===== src/rtl/decode_stage.sv =====
// Single-entry decode stage: holds one fetched instruction, decodes it combinationally, and
// interlocks on load-use. Define WB_FORWARD_EN to bypass the writeback bus onto operand reads.
module decode_stage #(
    parameter int DATA_W = 32,
    parameter int RA_W   = 5
) (
    input  logic              clk,
    input  logic              reset,
    input  logic              in_valid,
    output logic              in_ready,
    input  logic [31:0]       in_instr,
    input  logic [DATA_W-1:0] in_pc_plus_4,
    input  logic              flush,
    output logic [RA_W-1:0]   rf_raddr1,
    output logic [RA_W-1:0]   rf_raddr2,
    input  logic [DATA_W-1:0] rf_rdata1,
    input  logic [DATA_W-1:0] rf_rdata2,
    input  logic              wb_en,
    input  logic [RA_W-1:0]   wb_addr,
    input  logic [DATA_W-1:0] wb_data,
    output logic              out_valid,
    input  logic              out_ready,
    output logic [DATA_W-1:0] out_pc_plus_4,
    output logic [DATA_W-1:0] out_rd1,
    output logic [DATA_W-1:0] out_rd2,
    output logic [DATA_W-1:0] out_imm,
    output logic [RA_W-1:0]   out_rs,
    output logic [RA_W-1:0]   out_rt,
    output logic [RA_W-1:0]   out_dst,
    output logic [5:0]        out_alu_op,
    output logic              out_reg_write,
    output logic              out_mem_to_reg,
    output logic              out_mem_write,
    output logic              out_alu_src,
    output logic [1:0]        out_branch,
    output logic              out_illegal
);
    localparam logic [5:0] OP_RTYPE = 6'h00, OP_ADDI = 6'h08, OP_ADDIU = 6'h09, OP_ANDI = 6'h0C,
                           OP_ORI = 6'h0D, OP_LUI = 6'h0F, OP_LW = 6'h23, OP_SW = 6'h2B,
                           OP_BEQ = 6'h04, OP_BNE = 6'h05;

    function automatic logic [DATA_W-1:0] sext16(input logic [15:0] v);
        return {{(DATA_W-16){v[15]}}, v};
    endfunction

    function automatic logic [DATA_W-1:0] zext16(input logic [15:0] v);
        return {{(DATA_W-16){1'b0}}, v};
    endfunction

    function automatic logic [DATA_W-1:0] zext32(input logic [31:0] v);
        logic [DATA_W-1:0] r;
        r       = '0;
        r[31:0] = v;
        return r;
    endfunction

    logic              hold_valid_q, hold_valid_d;
    logic [31:0]       instr_q, instr_d;
    logic [DATA_W-1:0] pc4_q, pc4_d;
    logic              lu_pend_q, lu_pend_d;
    logic [RA_W-1:0]   lu_dst_q, lu_dst_d;

    logic [5:0]      opcode;
    logic [RA_W-1:0] rs, rt, rd;
    logic [15:0]     imm16;
    logic            rs_used, rt_used, dec_reg_write;
    logic            hazard, fire, capture;

    assign opcode = instr_q[31:26];
    assign rs     = RA_W'(instr_q[25:21]);
    assign rt     = RA_W'(instr_q[20:16]);
    assign rd     = RA_W'(instr_q[15:11]);
    assign imm16  = instr_q[15:0];

    always_comb begin
        dec_reg_write  = 1'b0;
        out_mem_to_reg = 1'b0;
        out_mem_write  = 1'b0;
        out_alu_src    = 1'b0;
        out_branch     = 2'b00;
        out_illegal    = 1'b0;
        out_imm        = '0;
        out_dst        = rt;
        out_alu_op     = opcode;
        rs_used        = 1'b1;
        rt_used        = 1'b0;
        unique case (opcode)
            OP_RTYPE: begin
                dec_reg_write = 1'b1;
                rt_used       = 1'b1;
                out_dst       = rd;
                out_alu_op    = instr_q[5:0];
                out_imm       = sext16(imm16);
            end
            OP_ADDI, OP_ADDIU: begin
                dec_reg_write = 1'b1;
                out_alu_src   = 1'b1;
                out_imm       = sext16(imm16);
            end
            OP_ANDI, OP_ORI: begin
                dec_reg_write = 1'b1;
                out_alu_src   = 1'b1;
                out_imm       = zext16(imm16);
            end
            OP_LUI: begin
                dec_reg_write = 1'b1;
                out_alu_src   = 1'b1;
                rs_used       = 1'b0;
                out_imm       = zext32({imm16, 16'h0000});
            end
            OP_LW: begin
                dec_reg_write  = 1'b1;
                out_mem_to_reg = 1'b1;
                out_alu_src    = 1'b1;
                out_imm        = sext16(imm16);
            end
            OP_SW: begin
                out_mem_write = 1'b1;
                out_alu_src   = 1'b1;
                rt_used       = 1'b1;
                out_imm       = sext16(imm16);
            end
            OP_BEQ, OP_BNE: begin
                out_branch = (opcode == OP_BEQ) ? 2'b01 : 2'b10;
                rt_used    = 1'b1;
                out_imm    = sext16(imm16);
            end
            default: out_illegal = 1'b1;
        endcase
    end

    // Writes to $0 and the all-zero NOP never reach the register file
    assign out_reg_write = dec_reg_write && (out_dst != '0) && (instr_q != 32'h0);
    assign out_rs        = rs;
    assign out_rt        = rt;
    assign rf_raddr1     = rs;
    assign rf_raddr2     = rt;
    assign out_pc_plus_4 = pc4_q;

`ifdef WB_FORWARD_EN
    assign out_rd1 = (wb_en && (wb_addr == rs) && (rs != '0)) ? wb_data : rf_rdata1;
    assign out_rd2 = (wb_en && (wb_addr == rt) && (rt != '0)) ? wb_data : rf_rdata2;
`else
    logic unused_wb;
    assign unused_wb = ^{wb_en, wb_addr, wb_data};
    assign out_rd1   = rf_rdata1;
    assign out_rd2   = rf_rdata2;
`endif

    assign hazard    = hold_valid_q && lu_pend_q &&
                       (((lu_dst_q == rs) && rs_used) || ((lu_dst_q == rt) && rt_used));
    assign out_valid = hold_valid_q && !hazard;
    assign in_ready  = !flush && (!hold_valid_q || (out_ready && !hazard));
    assign fire      = out_valid && out_ready;
    assign capture   = in_valid && in_ready;

    always_comb begin
        hold_valid_d = hold_valid_q;
        instr_d      = instr_q;
        pc4_d        = pc4_q;
        lu_pend_d    = lu_pend_q;
        lu_dst_d     = lu_dst_q;
        if (capture) begin
            instr_d = in_instr;
            pc4_d   = in_pc_plus_4;
        end
        if (flush)        hold_valid_d = 1'b0;
        else if (capture) hold_valid_d = 1'b1;
        else if (fire)    hold_valid_d = 1'b0;
        // A bubble cycle seen by a ready consumer retires the pending load window
        if (fire) begin
            lu_pend_d = (opcode == OP_LW) && (out_dst != '0);
            lu_dst_d  = (opcode == OP_LW) ? out_dst : '0;
        end else if (out_ready) begin
            lu_pend_d = 1'b0;
        end
    end

    always_ff @(posedge clk or posedge reset) begin
        if (reset) begin
            hold_valid_q <= 1'b0;
            instr_q      <= '0;
            pc4_q        <= '0;
            lu_pend_q    <= 1'b0;
            lu_dst_q     <= '0;
        end else begin
            hold_valid_q <= hold_valid_d;
            instr_q      <= instr_d;
            pc4_q        <= pc4_d;
            lu_pend_q    <= lu_pend_d;
            lu_dst_q     <= lu_dst_d;
        end
    end
endmodule

===== config.mk =====
export PLATFORM = sky130hd
export DESIGN_NAME = decode_stage
export DESIGN_NICKNAME = d
export VERILOG_FILES = /design/src/rtl/decode_stage.sv
export SDC_FILE = /design/constraint.sdc
export NUM_CORES = 1
export LEC_CHECK = 0
export ABC_AREA = 1
export ABC_CLOCK_PERIOD_IN_PS = 2400
export BUFFER_PORTS_ARGS = -buffer_cell sky130_fd_sc_hd__buf_4
export CELL_PAD_IN_SITES_DETAIL_PLACEMENT = 2
export CELL_PAD_IN_SITES_GLOBAL_PLACEMENT = 2
export CORE_MARGIN = 2
export CORE_UTILIZATION = 20
export DETAILED_ROUTE_END_ITERATION = 8
export PLACE_DENSITY = 0.93
export SYNTH_ARGS = -nofsm -noshare
export SYNTH_HDL_FRONTEND = slang
export SYNTH_SLANG_ARGS = --single-unit

===== constraint.sdc =====
create_clock -name clk -period 2.4 [get_ports clk]
set_input_delay 0.12 -clock clk [delete_from_list [all_inputs] [get_ports clk]]
set_output_delay 0.12 -clock clk [all_outputs]
set_load 0.02 [all_outputs]

Word-level counts from Yosys, hierarchy flattened
Index checks and enable logic that the tools add are counted.
- bits in registers: 71
- output and inout port bits: 168
- logic and storage cells: 63
- equality and inequality tests: 11
- muxes and demuxes: 18
- reduce and logical (&&, ||, !) cells: 29
- operators by type and width (operator ; count):
    case mux 32 bit (3 select lines) ; 1
    nonzero test 32 bit ; 1
    equality test 6 x 4 -> 1 bit, second input constant ; 5
    OR reduction 7 bit ; 3
    equality test 6 x 3 -> 1 bit, second input constant ; 2
    equality test 6 bit, second input constant ; 2
    logical AND 1 bit ; 12
    two-way mux 1 bit ; 12
    equality test 5 bit ; 2
    two-way mux 5 bit ; 2
    OR reduction 10 bit ; 1
    zero test 6 bit ; 1
    two-way mux 6 bit ; 1
    nonzero test 5 bit ; 1
    two-way mux 2 bit ; 2
    OR reduction 2 bit ; 2
    OR reduction 4 bit ; 1
    zero test 1 bit ; 3
    nonzero test 3 bit ; 1
    logical OR 1 bit ; 2
    nonzero test 2 bit ; 1

Longest topological paths before layout
Gate-level depths: netlist of the first run.
- word-level depth: 13
- mapped depth: 12
- depth with buffers taken out: 11

Worst setup path after synthesis of the first run
No wires, ideal clock.
- path type: register -> output
- from: register instr_q[31]
- to: output out_reg_write
- data arrival time: 1.788 ns
- required time: 2.280 ns
- path slack: 0.492 ns
- cell stages (with the launch flop): 7
- cell sequence: dfrtp_1 nor2_2 nand3_2 o21ai_0 nor2_1 nand3_1 o21a_1
- word-level cells in the longest chain between the ends: 5
- RTL lines (element ; line ; source):
    start: declaration ; 58 ; logic [31:0] instr_q, instr_d;
    start signal: assignment ; 188 ; instr_q <= instr_d;
    zero test 6 bit ; 87 ; unique case (opcode)
    two-way mux 5 bit ; 87 ;
    net out_dst[3] ; 29 ; output logic [RA_W-1:0] out_dst,
    nonzero test 5 bit ; 133 ; assign out_reg_write = dec_reg_write && (out_dst != '0) && (instr_q != 32'h0);
    logical AND 1 bit (2 in a row) ; 133 ;
    end: declaration ; 31 ; output logic out_reg_write,
The timed path passes the listed nets, and every way through them passes these cells.

Final worst setup path of the first run
- from: register instr_q[31]
- to: output out_reg_write
- word-level cells in the longest chain between the ends: 5
- RTL lines (element ; line):
    equality test 6 bit, or another cell as far along ; 87
    OR reduction 7 bit (no source line) or two-way mux 5 bit (tied branches) ; --
    two-way mux 1 bit or nonzero test 5 bit (tied branches) ; 87, 133
    logical AND 1 bit ; 133
    logical AND 1 bit (*) ; 133
Every way passes the cells marked *; elsewhere a longest branch is shown, timed or not.

==> summary.txt, run 1 <==
FF-to-FF setup slack: 230 ps
outcome: complete, no violations
hold crit path type: primary input to register
final net count: 800
Starting Density: 20.4%
worst vdd ir: 0.365 mV
vias in the first global route: 4400
gate count of the mapped netlist: 546
GP Congestion: 0.739
Net Count, Synth: 717
clk slew on worst S/H paths: 60 ps
Yosys top cell by area: dfrtp_1
CP arrival: 2140 ps
Worst Tran Pin Value: 538 ps
Overall Global Routing Usage: 14.5%
Final Critical Period: 2260 ps
max_slew headroom: 63.9%
setup TNS: 0 ps
fin crit share: 94.3%
crit-path leading delay family: simple AND/OR/NAND/NOR gates
Setup CP Type: register to output port
share of cells above drive strength 1: 33.4%
input/output buffers: 172
unrepaired setup endpoints after global routing: true
max-cap violation count: 0
Max Slew Vio Count: 0
Final Cell Area: 5610 sq um
synth top area cells: dfrtp_1 41%, buf_4 15%, nand2_1 14%
drc violations: 0
Area Growth Syn to Fin: 30.6%
Lkg Pwr: 2.93 nW
drt wl/cell: 17.7 microns
initial antenna violation count: 0
Final Hold Violating Endpoints: 0
core area: 21000 sq um
die extent in y: 150 microns
Post-DP Area: 5230 sq um
first-pass GRT wire length: 24900 microns
htree depth: 3
Syn Std Cell Area: 4290 sq um
Cell Rows: 53
Worst EP required: 2280 ps
deepest clock path buffer count: 2
Crit. End Element: output port
Clk Latency, worst-skew pair: 340 ps
Setup violations, final: 0
First-pass DRT Iterations: 4
overflow left after global routing: 0
sequential fraction of the synthesis area: 41.4%
CTS buffer count: 9
Max stage delay cell, worst path: dfrtp_1
Pwr Density: 794 nW/um^2
area share of the largest cell type after synthesis: 41.4%
CTS root buf: clkbuf_16
startpoint types: register
Post-DP HPWL: 11700 microns
Post-Route WL: 16000 microns
vias per cell: 4.41
WP buf/inv: 2
routed via count: 4011
crit path cell chain: nor2_4, nand3_4, buf_4, o21ai_1, nor2_1, nand3_1, o21a_1, buf_4
TritonCTS clock tree: built
synth warn: 0
clock sink count: 71
Max FO, Critical Path: 12
CP dominant cell by count: buf_4
Post-Syn Area per Cell: 7.86 sq um
Ports: 339
ant diodes: 0
Slowest Stage Delay on Critical Path: 440 ps
skew final: 8.91 ps
Final ANT Viol Nets: 0
Synth cell types: 26
synthesized flop and latch total: 71
Die ar.: 22600 sq um
Post-CTS Setup Bufs: 0
largest net degree at the start of global routing: 52
max frequency: 442 MHz
die width: 150 microns
iteration-0 DRC count of the detailed router: 137
layout make-up:
class / count / area (sq um)
inverters: 38 / 144
multi-input cells: 322 / 1560
fillers: 2416 / 15400
flip-flops and latches: 71 / 1780
repair buffers: 187 / 1460
clock inverters: 5 / 82.6
clock buffers: 11 / 233
well taps: 275 / 344
path summary, 6_finish.rpt:
kind / start / to / cells past startpoint
max: instr_q[31] / out_reg_write / 8
min: in_instr[23] / instr_q[23] / 3
max reg2reg: instr_q[31] / out_pc_plus_4[11] / 11
min reg2reg: instr_q[3] / instr_q[3] / 2
max in group asynchronous: reset / instr_q[27] / 4
min in group asynchronous: reset / out_pc_plus_4[20] / 3
cell families after synthesis:
| kind of cell | count (synthesis) | share of synthesized area, % |
|---|---|---|
| AND/OR/NAND/NOR | 277 | 29.4 |
| flip-flops | 71 | 41.4 |
| AO/OA/AOI/OAI | 37 | 4.72 |
| buffers and inverters | 153 | 22.8 |
| XOR/XNOR | 8 | 1.63 |
through the flow:
stage,worst slack (ps),utilization [%],std cells,hold WS (ps),power (mW)
floorplan,483,-,546,219,2.50
global placement,161,24.9,890,136,2.95
detailed placement,36.3,24.9,890,142,3.00
CTS,-4.41,26.5,909,2.80,4.54
global route,-32.4,26.7,909,19.0,4.74
finish,137,26.7,909,17.5,4.45
power by group:
group	total (mW)	switching (mW)	internal, mW
registers	1.51	0.144	1.36
clock network	1.48	0.567	0.914
logic	1.47	0.888	0.579
worst register-to-register path, cell delays in order, from the launching register on:
cell     delay, ps
dfrtp_1        440
nor2_4         200
inv_1          130
nor3_4         230
nor2_2          50
nand2_1         70
nand2_2         90
nand2_1        160
nand4_4        270
buf_12         270
nand2_1        100
nand2_1         60
what timing repair did:
item,in CTS,in global routing
gates resized for setup,2,9
pin swaps,0,0
setup endpoints to repair,17,34
hold endpoints to repair,22,0
hold buffers,3,0
synth_stat cells:
| cell | number |
|---|---|
| o21bai_1 | 1 |
| nor2_2 | 2 |
| nand2_2 | 1 |
| nand2_1 | 163 |
| nand3_2 | 1 |
| nand3_1 | 8 |
| a21oi_1 | 2 |
| nor3_1 | 2 |
| buf_1 | 1 |
| nand4_1 | 65 |
| buf_4 | 87 |
| o21a_1 | 1 |
| inv_1 | 38 |
| nor2_1 | 31 |
| xnor2_1 | 7 |
| dfrtp_1 | 71 |
| clkbuf_1 | 10 |
| a21oi_4 | 1 |
| buf_6 | 9 |
| nand4_4 | 1 |
| buf_2 | 8 |
| nor3_4 | 1 |
| o21ai_0 | 31 |
| o22ai_1 | 1 |
| xor2_1 | 1 |
| nor4_1 | 2 |
registers in the layout (all words and copies together) (netlist names):
| name | cells |
|---|---|
| hold_valid_q | 1 |
| lu_pend_q | 1 |
| instr_q | 32 |
| lu_dst_q | 5 |
| out_pc_plus_4 | 32 |
cell usage in the layout, fill, tap and decap left out, types with 2 or more instances in the layout:
master,instances
nand4_1,65
clkbuf_16,9
nand2_1,162
nand3_1,8
xnor2_1,7
nor2_4,2
nand2_2,2
buf_12,4
nor3_1,2
a21oi_1,2
buf_4,180
dfrtp_1,70
inv_1,36
o21ai_1,3
nor2_2,3
clkbuf_1,2
nor2_1,28
bufinv_16,2
dlygate4sd3_1,3
clkinv_4,2
nor4_1,2
clkinv_2,2
o21ai_0,28
layer usage:
layer | vias to the layer above | GRT usage, % | wire [microns]
met1 | 1994 | 16.9 | 6440
met4 | 0 | 5.33 | 351
met3 | 27 | 4.79 | 1130
met2 | 138 | 24.8 | 8130
li1 | 1852 | - | -
met5 | - | 0 | 0
(Power assumes the default switching activity.)
==> run 2: changes to the inputs <==
==> constraint.sdc (replaced) <==
create_clock -name clk -period 2.4 [get_ports clk]
set_input_delay 0.24 -clock clk [delete_from_list [all_inputs] [get_ports clk]]
set_output_delay 0.24 -clock clk [all_outputs]
set_load 0.02 [all_outputs]
==> run 2 against run 1 <==
Global-route usage increased by 0.11 points. Register-to-register slack improved by 160 ps. Sequential share of layout area down 0.49 points. Setup slack got worse by 5.8 ps. Combinational power is 4% higher. Maximum frequency decreased by 0.26%. Critical path depth stayed put. Clock power grew 3%. Cell area rose by 1.6%. First-iteration DRC count fell by 8.0%. Critical path type unchanged. Largest power group is now combinational cells. Highest routed layer unchanged.
==> summary.txt, run 2 (synthesized netlist as in run 1, its figures left out) <==
share of cells above drive strength 1: 35.6%
worst vdd ir: 0.303 mV
post-layout util: 27.1%
Pwr Density: 800 nW/um^2
Post-DP Area: 5260 sq um
Worst Tran Pin Value: 642 ps
drc violations: 0
routed via count: 4039
Cell Rows: 53
max frequency: 441 MHz
deepest clock path buffer count: 2
most common cell after layout, fill and taps aside: buf_4
max_slew headroom: 57.2%
iteration-0 DRC count of the detailed router: 126
Final Cell Area: 5700 sq um
dpl cells: 897
initial antenna violation count: 0
clock sink count: 71
first-pass GRT wire length: 25100 microns
Final ANT Viol Nets: 0
Max FO, Critical Path: 16
unrepaired setup endpoints after global routing: true
Non-Filler Instances: 919
Overall Global Routing Usage: 14.6%
Final Critical Period: 2270 ps
die width: 150 microns
pre-CTS WS: -35.4 ps
critical path depth: 8
TritonCTS clock tree: built
hold crit path type: primary input to register
final net count: 810
WP buf/inv: 5
commonest cells after routing, fill and taps aside: 193 x buf_4, 161 x nand2_1, 69 x dfrtp_1
Max Slew Vio Count: 0
die extent in y: 150 microns
input/output buffers: 172
Starting Density: 20.4%
CP dominant cell by count: buf_4
Post-Route WL: 16200 microns
startpoint types: register
Worst EP required: 2160 ps
max-cap violation count: 0
Lkg Pwr: 3.00 nW
Max stage delay cell, worst path: dfrtp_2
drt wl/cell: 17.6 microns
hold path depth: 2
vias per cell: 4.39
skew final: 9.44 ps
First-pass DRT Iterations: 4
fin crit share: 94.6%
Post-DP HPWL: 12200 microns
Ports: 339
total power: 4.56 mW
crit-path leading delay family: buffers and inverters
Setup violations, final: 0
core area: 21000 sq um
largest net degree at the start of global routing: 50
GP Congestion: 0.779
clk slew on worst S/H paths: 60 ps
Die ar.: 22600 sq um
crit path cell chain: nor2_4, inv_2, nor3_4, buf_4, clkinvlp_4, buf_4, o21ai_1, buf_4
CTS buffer count: 9
outcome: complete, no violations
Area Growth Syn to Fin: 32.8%
post-route setup slack: 131 ps
Slowest Stage Delay on Critical Path: 440 ps
htree depth: 3
Clk Latency, worst-skew pair: 350 ps
overflow left after global routing: 0
ant diodes: 0
CP arrival: 2030 ps
vias in the first global route: 4299
Crit. End Element: output port
Final Hold Violating Endpoints: 0
worst r2r path cells: 11
CTS root buf: clkbuf_16
Setup CP Type: register to output port
==> run 2: per-stage QoR <==
stage	hold slack [ps]	TNS (ps)
after global placement	347	0
after global routing	116	-37.4
after CTS	86.9	-823
after detailed placement	351	-97.9
final	110	0
after floorplan	339	0
==> run 2: layer usage <==
metal / wire [microns] / up-vias / GRT usage, %
met2: 8330 / 142 / 25.5
met3: 1200 / 27 / 5.48
met4: 252 / 0 / 3.63
met1: 6400 / 2000 / 17.0
li1: - / 1870 / -
met5: 0 / - / 0
==> run 2: path summary, 6_finish.rpt <==
| kind | slack, ps | to | start |
|---|---|---|---|
| worst min register to register | 480 | instr_q[0] | instr_q[0] |
| worst max register to register | 390 | out_pc_plus_4[13] | instr_q[28] |
| max in group asynchronous | 1170 | instr_q[12] | reset |
| worst max-delay path | 130 | out_imm[31] | instr_q[30] |
| min in group asynchronous | 520 | out_pc_plus_4[20] | reset |
| worst min-delay path | 110 | lu_pend_q | out_ready |
==> run 2: area by class of cell <==
class                   count  area, sq um
fillers                  2480        15300
flip-flops and latches     71         1780
multi-input cells         322         1570
repair buffers            197         1520
well taps                 275          344
clock buffers              12          256
inverters                  38          148
clock inverters             4         77.6
==> run 2: power breakdown <==
| group | internal, mW | switching [mW] |
|---|---|---|
| Clock | 0.972 | 0.562 |
| Sequential | 1.36 | 0.135 |
| Combinational | 0.617 | 0.909 |
| Total | 2.95 | 1.61 |
==> run 2: timing repair <==
action	4_1_cts	5_1_grt
resized for setup	1	22
hold buffers	1	0
setup buffers	0	5
endpoints found under the setup margin	22	34
pin swaps	0	5
hold endpoints to repair	29	0
==> run 3: changes to the inputs <==
SETUP_SLACK_MARGIN = 0.5   (was default)
==> run 3 against run 2 <==
The run now ends with hold timing left. Count of clock-buffer cells in the layout grew 1. Power up 7.7%. Via count increased by 6.3%. Sequential power hardly changed. Sequential share of layout area shrank 5.5 points. Worst hold slack lost 110 ps. Clock power is 9.8% lower. Clock skew about the same. Cell count up 4.4%. Critical endpoint is now out_imm[29]. Largest power group unchanged. Utilization up 5.8 points. Maximum frequency rose by 1.6%. First-iteration DRC count shrank 13%.
==> summary.txt, run 3 (synthesized netlist as in run 1, its figures left out) <==
outcome: finished with violations
failing checks: hold timing
post-layout util: 32.9%
Crit. End Element: output port
Worst EP required: 2160 ps
First-pass DRT Iterations: 4
fin crit share: 93.1%
drc violations: 0
Setup CP Type: register to output port
CP arrival: 1990 ps
Cell Rows: 53
share of cells above drive strength 1: 49.3%
unrepaired setup endpoints after global routing: true
vias per cell: 4.48
Ports: 339
origin of the critical flop-to-flop path: instr_q[30]
Area Growth Syn to Fin: 61.2%
core area: 21000 sq um
startpoint types: register
Setup violations, final: 0
initial antenna violation count: 0
FF-to-FF setup slack: 180 ps
first-pass GRT wire length: 28400 microns
Post-Route WL: 20200 microns
Die ar.: 22600 sq um
Max Slew Vio Count: 0
largest net degree at the start of global routing: 47
switching power: 1.85 mW
deepest clock path buffer count: 2
combinational power share: 40.8%
skew final: 9.30 ps
die width: 150 microns
Starting Density: 20.4%
max-cap violation count: 0
Slowest Stage Delay on Critical Path: 440 ps
Worst Hold Margin: -1.34 ps
worst r2r path cells: 15
GP Congestion: 0.795
iteration-0 DRC count of the detailed router: 109
die extent in y: 150 microns
Post-DP HPWL: 12100 microns
overflow left after global routing: 0
input/output buffers: 172
routed via count: 4294
Final Hold Violating Endpoints: 3
Pwr Density: 710 nW/um^2
Max stage delay cell, worst path: dfrtp_1
TritonCTS clock tree: built
clk slew on worst S/H paths: 60 ps
final net count: 850
drt wl/cell: 21.1 microns
Max FO, Critical Path: 7
htree depth: 3
max frequency: 448 MHz
setup TNS: 0 ps
vias in the first global route: 4678
clock sink count: 71
Final ANT Viol Nets: 0
Seq pwr share: 31.0%
switching part of the total: 37.7%
most common cell after layout, fill and taps aside: buf_4
Worst Tran Pin Value: 705 ps
Overall Global Routing Usage: 16.9%
hold buffers post-CTS: 0
Final Critical Period: 2230 ps
crit path cell chain: nor2_4, inv_4, nor3_4, buf_4, clkinvlp_4, clkbuf_16, o21ai_2, buf_6
hold crit path type: primary input to async pin
ant diodes: 0
Internal Power: 3.06 mW
commonest cells after routing, fill and taps aside: 161 x buf_4, 146 x nand2_1, 68 x dfrtp_1
Lkg Pwr: 3.45 nW
Clock Power Share: 28.2%
max_slew headroom: 52.9%
FF-to-FF End: instr_q[2]
Clk Latency, worst-skew pair: 350 ps
worst vdd ir: 0.365 mV
CTS root buf: clkbuf_16
CTS buffer count: 9
[run 3: worst max-delay path by stage]
| stage | start | end | slack, ps | cells past startpoint |
|---|---|---|---|---|
| floorplan | instr_q[31] | out_imm[17] | 540 | 6 |
| global placement | instr_q[29] | out_imm[12] | 60 | 7 |
| detailed placement | instr_q[26] | out_imm[4] | 30 | 7 |
| CTS | instr_q[30] | out_imm[21] | 170 | 8 |
| global route | instr_q[30] | instr_q[2] | 70 | 16 |
| finish | instr_q[30] | out_imm[29] | 170 | 8 |
[run 3: layer usage]
metal / vias to the layer above / part of all wire, % / track usage [%]
met1: 2178 / 40 / 19.8
li1: 1966 / - / -
met4: 0 / 0.91 / 3.92
met2: 129 / 53 / 30.1
met3: 21 / 6.2 / 5.06
met5: - / 0 / 0
[run 3: critical path, delay by kind of cell, from the launching register on]
family,cells,cell delay [ps]
and+or+nand+nor,2,320
DFF,1,440
AOI/OAI and AO/OA,1,170
buffers and inverters,5,700
[run 3: area by class of cell]
type                    instances  area, sq um
clock inverters                 3         42.5
well taps                     275          344
clock buffers                  13          250
flip-flops and latches         71         1780
multi-input cells             324         2010
inverters                      38          153
fillers                      2328        14100
repair buffers                235         2340
[run 3: metrics by stage]
stage                     power [mW]  area [sq um]  worst slack [ps]  instances  hold WS (ps)
after floorplan                 2.50          4300               539        546           339
after global placement          2.96          5250              57.0        892           390
after detailed placement        3.02          5250              29.2        892           392
after CTS                       4.72          6440               166        945          12.6
after global routing            5.16          6920              69.1        959          37.9
final                           4.91          6920               166        959         -1.34
[run 3: power groups by stage]
| stage | registers, mW | logic, mW | clock network (mW) |
|---|---|---|---|
| after detailed placement | 1.52 | 1.50 | 0 |
| after global routing | 1.55 | 2.14 | 1.47 |
| final | 1.52 | 2.00 | 1.38 |
| after floorplan | 1.59 | 0.919 | 0 |
| after CTS | 1.51 | 1.80 | 1.42 |
| after global placement | 1.51 | 1.45 | 0 |
[run 3: repair_timing]
action,4_1_cts,5_1_grt
pin swaps,17,15
setup buffers,28,8
setup endpoints to repair,116,120
endpoints found under the hold margin,0,0
cloned,9,6
gates resized for setup,119,90
